[src/rtl/nzcv_flag_unit_pkg.sv]
// Shared constants for the NZCV status register: condition codes, the
// default flag field position and the offsets of N/Z/C/V within that field.
package nzcv_flag_unit_pkg;

  localparam logic [3:0] COND_EQ = 4'd0;
  localparam logic [3:0] COND_NE = 4'd1;
  localparam logic [3:0] COND_HS = 4'd2;
  localparam logic [3:0] COND_LO = 4'd3;
  localparam logic [3:0] COND_MI = 4'd4;
  localparam logic [3:0] COND_PL = 4'd5;
  localparam logic [3:0] COND_VS = 4'd6;
  localparam logic [3:0] COND_VC = 4'd7;
  localparam logic [3:0] COND_HI = 4'd8;
  localparam logic [3:0] COND_LS = 4'd9;
  localparam logic [3:0] COND_GE = 4'd10;
  localparam logic [3:0] COND_LT = 4'd11;
  localparam logic [3:0] COND_GT = 4'd12;
  localparam logic [3:0] COND_LE = 4'd13;
  localparam logic [3:0] COND_AL = 4'd14;
  localparam logic [3:0] COND_NV = 4'd15;

  localparam int DEFAULT_FLAG_LSB = 28;

  localparam int FLAG_N_OFF = 3;
  localparam int FLAG_Z_OFF = 2;
  localparam int FLAG_C_OFF = 1;
  localparam int FLAG_V_OFF = 0;

endpackage

[src/rtl/nzcv_flag_unit_cond_eval.sv]
// Combinational LEGv8 condition evaluator; shared by branch and
// conditional-select logic.
module cond_eval
  import nzcv_flag_unit_pkg::*;
(
  input  logic [3:0] cond,
  input  logic       n,
  input  logic       z,
  input  logic       c,
  input  logic       v,
  output logic       pass
);

  always_comb begin
    pass = 1'b1;
    case (cond)
      COND_EQ: pass = z;
      COND_NE: pass = ~z;
      COND_HS: pass = c;
      COND_LO: pass = ~c;
      COND_MI: pass = n;
      COND_PL: pass = ~n;
      COND_VS: pass = v;
      COND_VC: pass = ~v;
      COND_HI: pass = c & ~z;
      COND_LS: pass = ~c | z;
      COND_GE: pass = (n == v);
      COND_LT: pass = (n != v);
      COND_GT: pass = ~z & (n == v);
      COND_LE: pass = z | (n != v);
      // AL and NV both always pass
      default: pass = 1'b1;
    endcase
  end

endmodule

[src/rtl/nzcv_flag_unit.sv]
// NZCV status register with software write, flag-only update and a
// shadow stack for exception entry/return, plus B.cond evaluation.
module nzcv_flag_unit
  import nzcv_flag_unit_pkg::*;
#(
  parameter int SREG_W      = 32,
  parameter int FLAG_LSB    = DEFAULT_FLAG_LSB,
  parameter int STACK_DEPTH = 4
) (
  input  logic                               clk,
  input  logic                               reset,
  input  logic                               set_flags,
  input  logic                               negative,
  input  logic                               zero,
  input  logic                               carry,
  input  logic                               overflow,
  input  logic                               wr_en,
  input  logic [SREG_W-1:0]                  wr_data,
  input  logic                               push,
  input  logic                               pop,
  input  logic [3:0]                         cond,
  output logic [SREG_W-1:0]                  sreg,
  output logic                               cond_pass,
  output logic [$clog2(STACK_DEPTH+1)-1:0]   depth,
  output logic                               full,
  output logic                               empty,
  output logic                               stack_err
);

  localparam int DW = $clog2(STACK_DEPTH + 1);
  localparam int IW = (STACK_DEPTH > 1) ? $clog2(STACK_DEPTH) : 1;
  localparam logic [DW-1:0] DEPTH_MAX = DW'(STACK_DEPTH);

  logic [SREG_W-1:0] sreg_q, sreg_d;
  logic [DW-1:0]     depth_q, depth_d;
  logic              err_q, err_d;
  logic [SREG_W-1:0] stack_q [STACK_DEPTH];

  logic              is_empty, is_full;
  logic              do_push, do_pop, do_xchg, misuse;
  logic [IW-1:0]     top_idx, stk_widx;
  logic              stk_we;

  always_comb begin
    is_empty = (depth_q == '0);
    is_full  = (depth_q == DEPTH_MAX);
    do_xchg  = push & pop & ~is_empty;
    do_push  = push & ~pop & ~is_full;
    do_pop   = pop & ~push & ~is_empty;
    misuse   = (push & pop & is_empty) | (push & ~pop & is_full) |
               (pop & ~push & is_empty);
    top_idx  = IW'(depth_q - DW'(1));
    stk_we   = do_push | do_xchg;
    // an exchange overwrites the top entry in place; a push fills the next slot
    stk_widx = do_xchg ? top_idx : IW'(depth_q);
  end

  always_comb begin
    sreg_d = sreg_q;
    if (do_pop || do_xchg) begin
      sreg_d = stack_q[top_idx];
    end else if (wr_en) begin
      sreg_d = wr_data;
    end else if (set_flags) begin
      sreg_d[FLAG_LSB+FLAG_N_OFF] = negative;
      sreg_d[FLAG_LSB+FLAG_Z_OFF] = zero;
      sreg_d[FLAG_LSB+FLAG_C_OFF] = carry;
      sreg_d[FLAG_LSB+FLAG_V_OFF] = overflow;
    end

    depth_d = depth_q;
    if (do_push) begin
      depth_d = depth_q + DW'(1);
    end else if (do_pop) begin
      depth_d = depth_q - DW'(1);
    end

    err_d = err_q | misuse;
  end

  always_ff @(posedge clk or posedge reset) begin
    if (reset) begin
      sreg_q  <= '0;
      depth_q <= '0;
      err_q   <= 1'b0;
    end else begin
      sreg_q  <= sreg_d;
      depth_q <= depth_d;
      err_q   <= err_d;
    end
  end

  // stack contents are don't-care after reset, so they carry no reset
  always_ff @(posedge clk) begin
    if (stk_we) begin
      stack_q[stk_widx] <= sreg_q;
    end
  end

  cond_eval u_cond_eval (
    .cond (cond),
    .n    (sreg_q[FLAG_LSB+FLAG_N_OFF]),
    .z    (sreg_q[FLAG_LSB+FLAG_Z_OFF]),
    .c    (sreg_q[FLAG_LSB+FLAG_C_OFF]),
    .v    (sreg_q[FLAG_LSB+FLAG_V_OFF]),
    .pass (cond_pass)
  );

  assign sreg      = sreg_q;
  assign depth     = depth_q;
  assign full      = is_full;
  assign empty     = is_empty;
  assign stack_err = err_q;

endmodule

[config.mk]
export PLATFORM = sky130hd
export DESIGN_NAME = nzcv_flag_unit
export DESIGN_NICKNAME = d
export VERILOG_FILES = /design/src/rtl/nzcv_flag_unit_pkg.sv /design/src/rtl/nzcv_flag_unit_cond_eval.sv /design/src/rtl/nzcv_flag_unit.sv
export SDC_FILE = /design/constraint.sdc
export NUM_CORES = 1
export LEC_CHECK = 0
export ABC_AREA = 1
export BUFFER_PORTS_ARGS = -buffer_cell sky130_fd_sc_hd__buf_2
export CORE_ASPECT_RATIO = 0.9
export CORE_MARGIN = 10
export CORE_UTILIZATION = 35
export DETAILED_ROUTE_END_ITERATION = 6
export GPL_ROUTABILITY_DRIVEN = 0
export REMOVE_ABC_BUFFERS = 1
export SKIP_LAST_GASP = 1
export SLEW_MARGIN = 40
export SYNTH_ARGS = -nofsm -noshare
export SYNTH_HDL_FRONTEND = slang
export SYNTH_HIERARCHICAL = 1
export SYNTH_SLANG_ARGS = --single-unit
export TNS_END_PERCENT = 50
[constraint.sdc]
create_clock -name clk -period 6.35 [get_ports clk]
set_input_delay 1.27 -clock clk [delete_from_list [all_inputs] [get_ports clk]]
set_output_delay 1.27 -clock clk [all_outputs]
set_load 0.01 [all_outputs]
## Word-level counts from Yosys, hierarchy flattened

Memory sizes are Yosys's and may differ from the RTL's.
Cells that the tools add are included.

| word-level totals | value |
|---|---|
| memories | 1 |
| word-level logic and storage cells | 64 |
| output and inout bits | 39 |
| bits in registers | 36 |
| memory bits (writable) | 128 |

| operators by class | value |
|---|---|
| reduce and logical (&&, ||, !) cells | 6 |
| bitwise operators | 25 |
| equality and inequality tests | 16 |
| multiplexer cells | 10 |
| $add $sub $neg | 2 |

Memories:

| name | words | bits a word | read ports | clocked after memory_dff | write ports | line | source |
|---|---|---|---|---|---|---|---|
| stack_q | 4 | 32 | 1 | 0 | 1 | nzcv_flag_unit.sv:37 | `logic [SREG_W-1:0] stack_q [STACK_DEPTH];` |

Operators by type and width:

| operator | count |
|---|---|
| 32-bit two-way mux | 1 |
| 28-bit two-way mux | 1 |
| 4-bit == test (second input constant) | 6 |
| 4-bit by 3-bit == test with 1-bit output (second input constant) | 4 |
| 1-bit case mux with 14 select lines | 1 |
| 1-bit bitwise AND | 11 |
| 4-bit by 2-bit == test with 1-bit output (second input constant) | 2 |
| 4-bit two-way mux | 2 |
| 1-bit NOT | 8 |
| 3-bit two-way mux | 2 |
| 1-bit bitwise OR | 6 |
| 4-bit by 1-bit == test with 1-bit output (second input constant) | 1 |
| 4-bit logical NOT | 1 |
| 2-bit nonzero test | 2 |
| 3-bit by 1-bit adder with 3-bit output (second input constant) | 1 |
| 3-bit == test (second input constant) | 1 |
| 3-bit logical NOT | 1 |
| 3-bit nonzero test | 1 |
| 3-bit by 1-bit subtractor with 3-bit output (second input constant) | 1 |
| 1-bit two-way mux | 2 |
| 2-bit two-way mux | 1 |
| 1-bit == test | 1 |
| 1-bit logical OR | 1 |
| 1-bit inequality test | 1 |

## Longest topological paths before layout

Gate-level depths: netlist of run 1.

| depth | value |
|---|---|
| depth after elaboration | 6 |
| mapped depth | 12 |
| depth with buffers taken out | 8 |

## Hierarchy

Netlist of run 1, hierarchy kept.

By module, submodules not included:

| module | times used | area each (µm²) | cells each |
|---|---|---|---|
| nzcv_flag_unit | 1 | 6,750.2 | 595 |
| cond_eval | 1 | 205.2 | 50 |

## Worst setup path after synthesis of run 1

No wires, ideal clock.

| timing path | value |
|---|---|
| path type | input-to-reg |
| start point | in pop |
| end point | mem stack_q[0][0], enable pin |
| setup time | 0.421 ns |
| arrival time | 3.092 ns |
| setup slack | 2.837 ns |
| stages | 6 |
| cell sequence | buf_6 inv_4 nand3_1 nand2_1 nand3_1 nor2_1 |

| between the ends | value |
|---|---|
| longest elaborated chain between the ends | 6 |
| elaborated cells on any way between the ends | 9 |

RTL lines:

| item | line | source |
|---|---|---|
| start: declaration | nzcv_flag_unit.sv:20 | `input logic pop,` |
| 1-bit NOT | nzcv_flag_unit.sv:48 | `do_push = push & ~pop & ~is_full;` |
| 1-bit bitwise AND (2 in a row) | nzcv_flag_unit.sv:48 |  |
| 1-bit bitwise OR | nzcv_flag_unit.sv:53 | `stk_we = do_push \| do_xchg;` |
| 1-bit two-way mux | nzcv_flag_unit.sv:95 | `if (stk_we) begin` |
| 1-bit two-way mux (not written as such) | nzcv_flag_unit.sv:96 | `stack_q[stk_widx] <= sreg_q;` |
| end: declaration | nzcv_flag_unit.sv:37 |  |

Parallel ways exist; a longest one is shown, timed or not.

## Final worst setup path of run 1

| timing path | value |
|---|---|
| start point | in cond[3] |
| end point | out cond_pass |

| between the ends | value |
|---|---|
| longest elaborated chain between the ends | 2 |
| elaborated cells on any way between the ends | 15 |

RTL lines:

| item | line | source |
|---|---|---|
| start: declaration | nzcv_flag_unit.sv:21 | `input logic [3:0] cond,` |
| 4-bit == test (tied with other cells) | nzcv_flag_unit_cond_eval.sv:16 | `case (cond)` |
| 1-bit case mux with 14 select lines * | nzcv_flag_unit_cond_eval.sv:16 |  |
| end: declaration | nzcv_flag_unit.sv:23 | `output logic cond_pass,` |

Mark *: on every way between the ends. The rest lies on a longest branch, timed or not.

==> summary.md, run 1 <==
| Metric | Value |
|---|---|
| Met2 wire length | `8.21 mm` |
| Max Clock Freq | `about 0.3 GHz` |
| Min-Delay Path Depth | `1` |
| First DRT Iteration DRCs | `430` |
| Netlist cell types | `21` |
| Post-place setup slack | `3.05 ns` |
| CTS sink count | `between 150 and 200` |
| Synth Register Bits | `164` |
| Share of cells above drive strength 1 | `about a fifth` |
| Worst-path maximum fanout | `6` |
| Hold Violations, Final | `0` |
| Req. time, crit path | `5.08 ns` |
| CTS tree | `built` |
| Hold Path Sink | `stack_err` |
| Syn avg cell area | `10.8 sq um` |
| Final HPWL DP | `just over 10 mm` |
| FF-to-FF setup slack | `3.35 ns` |
| Setup crit start kind | `input port` |
| Max_cap viols | `0` |
| Wire length on met1 | `7.62 mm` |
| Commonest non-fill, non-tap cell in the layout | `nand2_1` |
| Post-Synth Simple-Gate Area | `25.9%` |
| Worst slew margin | `~48%` |
| Final #Nets | `775` |
| Post-route cell area | `8310 sq um` |
| Synth Area in Compound Gates | `about 1%` |
| Critical path arrival | `2.05 ns` |
| Worst reg2reg path endpoint | `stack_q[0][10]` |
| Final-report max-slew violation count | `0` |
| Pre-antenna DRT Iters | `5` |
| Row cnt | `48` |
| Xor and xnor area share after synthesis | `0.126%` |
| Die W | `~170 um` |
| Post-CTS Setup Inserts | `0` |
| Setup Crit Path Kind | `in -> out` |
| Clock Latency Late Sink | `0.42 ns` |
| Initial Util | `a little over a third` |
| PortBufs | `84` |
| Area Growth Syn to Fin | `19.4%` |
| Leakage | `3.43 nW` |
| CTS clk-pin slew, worst paths | `~0.06 ns` |
| RR Startpoint | `depth[1]` |
| Design Power | `4.35 mW` |
| H-tree levels | `4` |
| First-pass GRT wire length | `approximately 27 mm` |
| Unrepaired setup endpoints after global routing | `false` |
| Detailed-route via count | `4,832` |
| Drt via density | `4.89` |
| WL met3 | `752 um` |
| Main combinational cell family by area after synthesis | `simple AND/OR/NAND/NOR gates` |
| Core area | `19,300 sq um` |
| GRT Overall Usage | `roughly an eighth` |
| Synth Instances | `645` |
| CTS max path bufs | `2` |
| Final setup viols | `0` |
| Count of hold buffers inserted by post-cts repair | `0` |
| Worst Hold Launch | `stack_err` |
| Placed Area | `7680 sq um` |
| DR top layer | `met4` |
| R2R depth | `10` |
| Sequential share of the synthesized area | `roughly two thirds` |
| Setup Skew | `0.0141 ns` |
| Die H | `154 um` |
| Synth Cell Area | `roughly 7000 sq um` |
| Routed len/inst | `16.8 um` |
| Post-cts sizing count | `0` |
| Num ports | `85` |
| Fin crit period | `3.32 ns` |
| Post-synthesis mux area share | `0%` |
| Leading cell types in the layout, fill and taps excluded | `nand2_1 (210), nand3_1 (161), edfxtp_1 (128)` |
| Worst slew pin tran | `0.786 ns` |
| Adder-cell area share of the yosys netlist | `0.540%` |
| Die Area | `25,900 sq um` |
| Post-route worst setup slack | `3.03 ns` |
| Clk root buf | `clkbuf_16` |
| Cts bufs inserted | `17` |
| Setup tns final | `0 ns` |
| Ys Warns | `6` |
| Pin count of the biggest net entering global routing | `69` |
| Fin crit share | `52.2%` |
| Routed Wire Length | `approximately 17 mm` |
| Worst hold slack | `approximately 0.46 ns` |
| PwrDens | `~520 nW/um^2` |
| Peak VDD IR | `0.000254 V` |
| # DRC | `0` |
| Hold Path Class | `reg -> reg` |
| Crit end category | `primary output` |
| N_diodes | `0` |
| Initial antenna violation count | `0` |
| Vias in the first global route | `4,815` |
| Status | `completed` |
| Final ANT Viol Nets | `0` |
| Total gr overflow | `0` |
[cell type report]
class / count / area (sq um)
repair buffers: 97 / 592
flip-flops and latches: 164 / 4750
clock inverters: 10 / 156
inverters: 22 / 87.6
multi-input cells: 424 / 1950
fillers: 1865 / 11000
clock buffers: 22 / 464
well taps: 250 / 313
[where the power goes]
| part | internal, mW | switching (mW) |
|---|---|---|
| Sequential | 1.61 | 0.233 |
| Clock | 0.677 | 0.400 |
| Combinational | 0.467 | 0.959 |
| Total | 2.75 | 1.59 |
[cells by family (layout without fill, tap and decap cells)]
family / Yosys count / count (layout)
simple gates: 411 / 411
flops: 164 / 164
buf+inv: 57 / 151
compound gates: 9 / 9
fa+ha+maj: 3 / 3
xor+xnor: 1 / 1
[worst max path at each step]
stage	start	end	slack, ns	cells past startpoint
floorplan	depth[0]	stack_q[0][0]	0.61	6
global placement	cond[1]	cond_pass	3.03	8
detailed placement	cond[3]	cond_pass	3.05	9
CTS	cond[3]	cond_pass	3.04	9
global route	cond[3]	cond_pass	2.94	9
finish	cond[3]	cond_pass	3.03	9
[cell usage after synthesis (all sizes together)]
cell      n  area [sq um]
nand2   221           857
edfxtp  128          3840
inv      22          85.1
a21oi     6          52.6
dfrtp    36           901
clkbuf    7          26.3
a21o      1          7.51
xor2      1          8.76
nor2     24           106
nand4     5          31.3
o21ai     2          10.0
ha        3          37.5
buf      28           183
nand3   161           806
[worst max-delay path, cell delays in order]
cell and delay [ns]:
buf_2 0.13, nand2_1 0.07, inv_1 0.08, nand3_1 0.09
nand2_1 0.08, nand2_1 0.05, nor2_1 0.08, nand2_1 0.05
buf_2 0.13
[stage by stage]
step	utilization (%)	cells
finish	42.9	989
global route	42.9	989
CTS	42.9	989
detailed placement	39.7	957
global placement	39.1	950
floorplan	-	610
[layer usage]
layer	up-vias	global-route usage, %
met5	-	0
met4	0	3.48
met3	6	3.44
met2	99	21.7
met1	2350	16.3
li1	2377	-
[sequential cells by signal, summed over array words and instances (netlist names)]
| name | cells |
|---|---|
| sreg | 32 |
| depth | 3 |
| stack_q | 128 |
| stack_err | 1 |
No activity file was read; power rests on OpenSTA's default activity.
==> run 2, diff against run 1 <==
ABC_AREA = 0   (was 1)
clock period = 3.4 ns   (was 6.35 ns; I/O delays follow)
==> run 2 against run 1 <==
  * Sequential power grew 93%
  * Combinational power grew 76%
  * Global-route usage shrank 0.96 points
  * Non-clock buffer count shrank 1
  * Setup slack lost 2.4 ns
  * Clock skew shrank 0.0049 ns
  * Hold slack lost 0.15 ns
  * Critical path depth shrank 3
  * Routed wire length shrank 7.3%
  * Final cell count shrank 19%
  * Register-to-register slack lost 2.7 ns
  * Critical endpoint is now empty
  * Highest routed layer unchanged
==> summary.md, run 2 <==
| Metric | Value |
|---|---|
| Fin crit period | `2.79 ns` |
| Initial Util | `35.4% (-0.59 points)` |
| Synth top area share | `54.7% (-0.56 points)` |
| CP max stage delay | `0.48 ns (+0.35 ns)` |
| Ranking of synthesized cells by area | `edfxtp_1 (55%), dfrtp_1 (13%), mux2i_1 (8.8%)` |
| Post-Synth Simple-Gate Area | `6.78% (-19 points)` |
| Setup crit start kind | `flip-flop` |
| Max Clock Freq | `0.358 GHz` |
| Die H | `154 um (+0.45%)` |
| Peak VDD IR | `0.000448 V (+76%)` |
| Die W | `169 um (+0.45%)` |
| Count of hold buffers inserted by post-cts repair | `0 (unchanged)` |
| Worst slew pin tran | `0.815 ns (+0.0289 ns)` |
| Synth Cell Area | `7030 sq um (+1.0%)` |
| Routed Wire Length | `15.4 mm (-7.3%)` |
| Req. time, crit path | `2.72 ns (-2.36 ns)` |
| PortBufs | `84 (unchanged)` |
| CP cell instances | `inv_1, ha_1, nand2b_4, inv_2, buf_4, buf_2` |
| Main combinational cell family by area after synthesis | `multiplexers` |
| EDFF count, synth | `128 (unchanged)` |
| Cts bufs inserted | `17 (unchanged)` |
| GRT Overall Usage | `12.1% (-0.96 points)` |
| Post-cts sizing count | `0 (unchanged)` |
| Final std cells w/o fill | `805 (-19%)` |
| Die Area | `26,200 sq um (+0.90%)` |
| Reg with most FFs | `stack_q` |
| N_diodes | `0 (unchanged)` |
| Synth Instances | `456 (-29%)` |
| R2R depth | `8 (-2)` |
| Cell Int Power | `5.16 mW (+87%)` |
| Worst setup startpoint | `depth[0]` |
| CTS clk-pin slew, worst paths | `0.06 ns (about the same)` |
| CTS tree | `built` |
| Largest register FFs | `128 (unchanged)` |
| Worst reg2reg path endpoint | `stack_q[1][10]` |
| Drt via density | `5.16 (+5.5%)` |
| Row cnt | `49 (+2.1%)` |
| Vias in the first global route | `4,533 (-5.9%)` |
| Post-synthesis mux area share | `15.2% (+15 points)` |
| Seq pwr share | `45.7% (+3.3 points)` |
| P_sw | `2.63 mW (+65%)` |
| Most frequent cells after synthesis | `edfxtp_1 (128), mux2i_1 (62), nor3_1 (60)` |
| FF-to-FF setup slack | `0.64 ns (-2.71 ns)` |
| Crit end category | `primary output` |
| First-pass GRT wire length | `24.9 mm (-7.3%)` |
| Leading cell types in the layout, fill and taps excluded | `edfxtp_1 (128), buf_2 (83), mux2i_1 (62)` |
| Ys Warns | `6 (unchanged)` |
| Clock share of power | `22.1% (-2.7 points)` |
| Delay-heaviest family, CP | `buffers and inverters` |
| Pre-antenna DRT Iters | `6 (+1)` |
| Initial antenna violation count | `0 (unchanged)` |
| Core area | `19,900 sq um (+2.7%)` |
| RR Startpoint | `depth[0]` |
| Sequential share of the synthesized area | `67.5% (-0.69 points)` |
| Placed Area | `7720 sq um (+0.46%)` |
| Clock Latency Late Sink | `0.42 ns (about the same)` |
| Filler instances | `1,830 (-1.9%)` |
| Worst path bufs/invs | `4 (+1)` |
| Final-report max-slew violation count | `0 (unchanged)` |
| H-tree levels | `4 (unchanged)` |
| Most common cell in the netlist | `edfxtp_1` |
| Syn avg cell area | `15.4 sq um (+43%)` |
| Post-CTS Setup Inserts | `0 (unchanged)` |
| Commonest non-fill, non-tap cell in the layout | `edfxtp_1` |
| Synth Register Bits | `164 (unchanged)` |
| Setup Skew | `0.00918 ns (-0.00494 ns)` |
| Worst slew margin | `45.5% (-2.1 points)` |
| Critical-path top delay cell | `dfrtp_4` |
| Unrepaired setup endpoints after global routing | `false` |
| Fin crit share | `82.1%` |
| Synth Area in Compound Gates | `6.21% (+5.2 points)` |
| Critical path arrival | `2.11 ns (+0.06 ns)` |
| CTS sink count | `164 (unchanged)` |
| Max_cap viols | `0 (unchanged)` |
| Area Growth Syn to Fin | `17.3%` |
| CTS max path bufs | `2 (unchanged)` |
| Final #Nets | `587 (-24%)` |
| FFs w/ async S/R, synth | `22.0% (unchanged)` |
| Leakage | `3.24 nW (-5.5%)` |
| Netlist cell types | `41 (+95%)` |
| Final ANT Viol Nets | `0 (unchanged)` |
| Share of cells above drive strength 1 | `30.4% (+10 points)` |
| # DRC | `0 (unchanged)` |
| Adder-cell area share of the yosys netlist | `0.534% (-0.0055 points)` |
| Placed insts | `774 (-19%)` |
| Pin count of the biggest net entering global routing | `65 (-5.8%)` |
| Setup Crit Path Kind | `reg -> out` |
| Worst-path maximum fanout | `31 (+25)` |
| Hold Path Class | `in -> async` |
| Detailed-route via count | `4,151 (-14%)` |
| Prevailing post-synth register cell | `edfxtp_1` |
| Sw frac | `33.8% (-2.9 points)` |
| Routed len/inst | `19.2 um (+14%)` |
| Cell taking the most area after synthesis | `edfxtp_1` |
| Xor and xnor area share after synthesis | `0.748% (+0.62 points)` |
| Final setup viols | `0 (unchanged)` |
| Clk root buf | `clkbuf_16` |
| PwrDens | `945 nW/um^2 (+81%)` |
| Num ports | `85 (unchanged)` |
| Final HPWL DP | `9.84 mm (-2.9%)` |
| Status | `completed` |
| Logic pwr share | `32.2% (-0.6 points)` |
| First DRT Iteration DRCs | `234 (-46%)` |
| Hold Violations, Final | `0 (unchanged)` |
| Post-route cell area | `8240 sq um (-0.74%)` |
| Total gr overflow | `0 (unchanged)` |
==> run 2: cell types whose count changed after synthesis, sizes merged, moves of 4 or more <==
| cell | previous run | this run |
|---|---|---|
| nand2b | 0 | 7 |
| nor2 | 24 | 0 |
| nor3 | 0 | 60 |
| a211o | 0 | 30 |
| mux2 | 0 | 32 |
| nand4 | 5 | 0 |
| nand2 | 221 | 11 |
| xnor2 | 0 | 6 |
| inv | 22 | 7 |
| mux4 | 0 | 4 |
| mux2i | 0 | 62 |
| nand3 | 161 | 0 |
==> run 2: layer usage <==
metal	GRT usage [%]	wire, um
met4	3.90	171
met1	15.4	7190
met2	19.1	7340
met5	0	0
met3	3.75	744
==> run 2: final cells by class <==
cell class / instances / area (sq um) / area share, %
Timing Repair Buffer: 96 / 517 / 6.27
Sequential cell: 164 / 4750 / 57.6
Tap cell: 255 / 319 / 3.87
Multi-Input combinational cell: 252 / 2110 / 25.6
Clock inverter: 7 / 60.1 / 0.728
Inverter: 7 / 28.8 / 0.349
Clock buffer: 24 / 462 / 5.60
==> run 2: how the worst max path moves through the flow <==
stage | end | depth (start not counted)
after floorplan | stack_q[0][0] | 5
after global placement | stack_q[1][17] | 4
after detailed placement | stack_q[1][8] | 8
after CTS | empty | 6
after global routing | stack_q[1][5] | 8
final | empty | 6
==> run 2: per-stage QoR <==
stage,power (mW),hold WS [ns],util (%),setup slack [ns],TNS [ns]
6_report,7.79,0.304,41.5,0.609,0
3_5_place_dp,6.15,0.470,38.9,0.626,0
2_1_floorplan,5.16,0.513,-,-3.25,-396.73
5_1_grt,8.25,0.345,41.5,0.420,0
3_3_place_gp,6.07,0.463,38.8,0.664,0
4_1_cts,7.89,0.324,41.5,0.596,0
==> run 2: kinds of logic (layout without fill, tap and decap cells) <==
logic type      count (synthesis)  count (layout)
flops                         164             164
xor+xnor                        6               6
mux                            98              98
fa+ha+maj                       3               3
buf+inv                        40             134
compound gates                 55              55
simple gates                   90              90
==> run 2: power groups by stage <==
stage               Combinational (mW)  Clock (mW)  Sequential (mW)
global route                      2.75        1.85             3.65
floorplan                         1.47           0             3.68
CTS                               2.56        1.76             3.57
detailed placement                2.55           0             3.61
finish                            2.51        1.72             3.56
global placement                  2.51           0             3.56
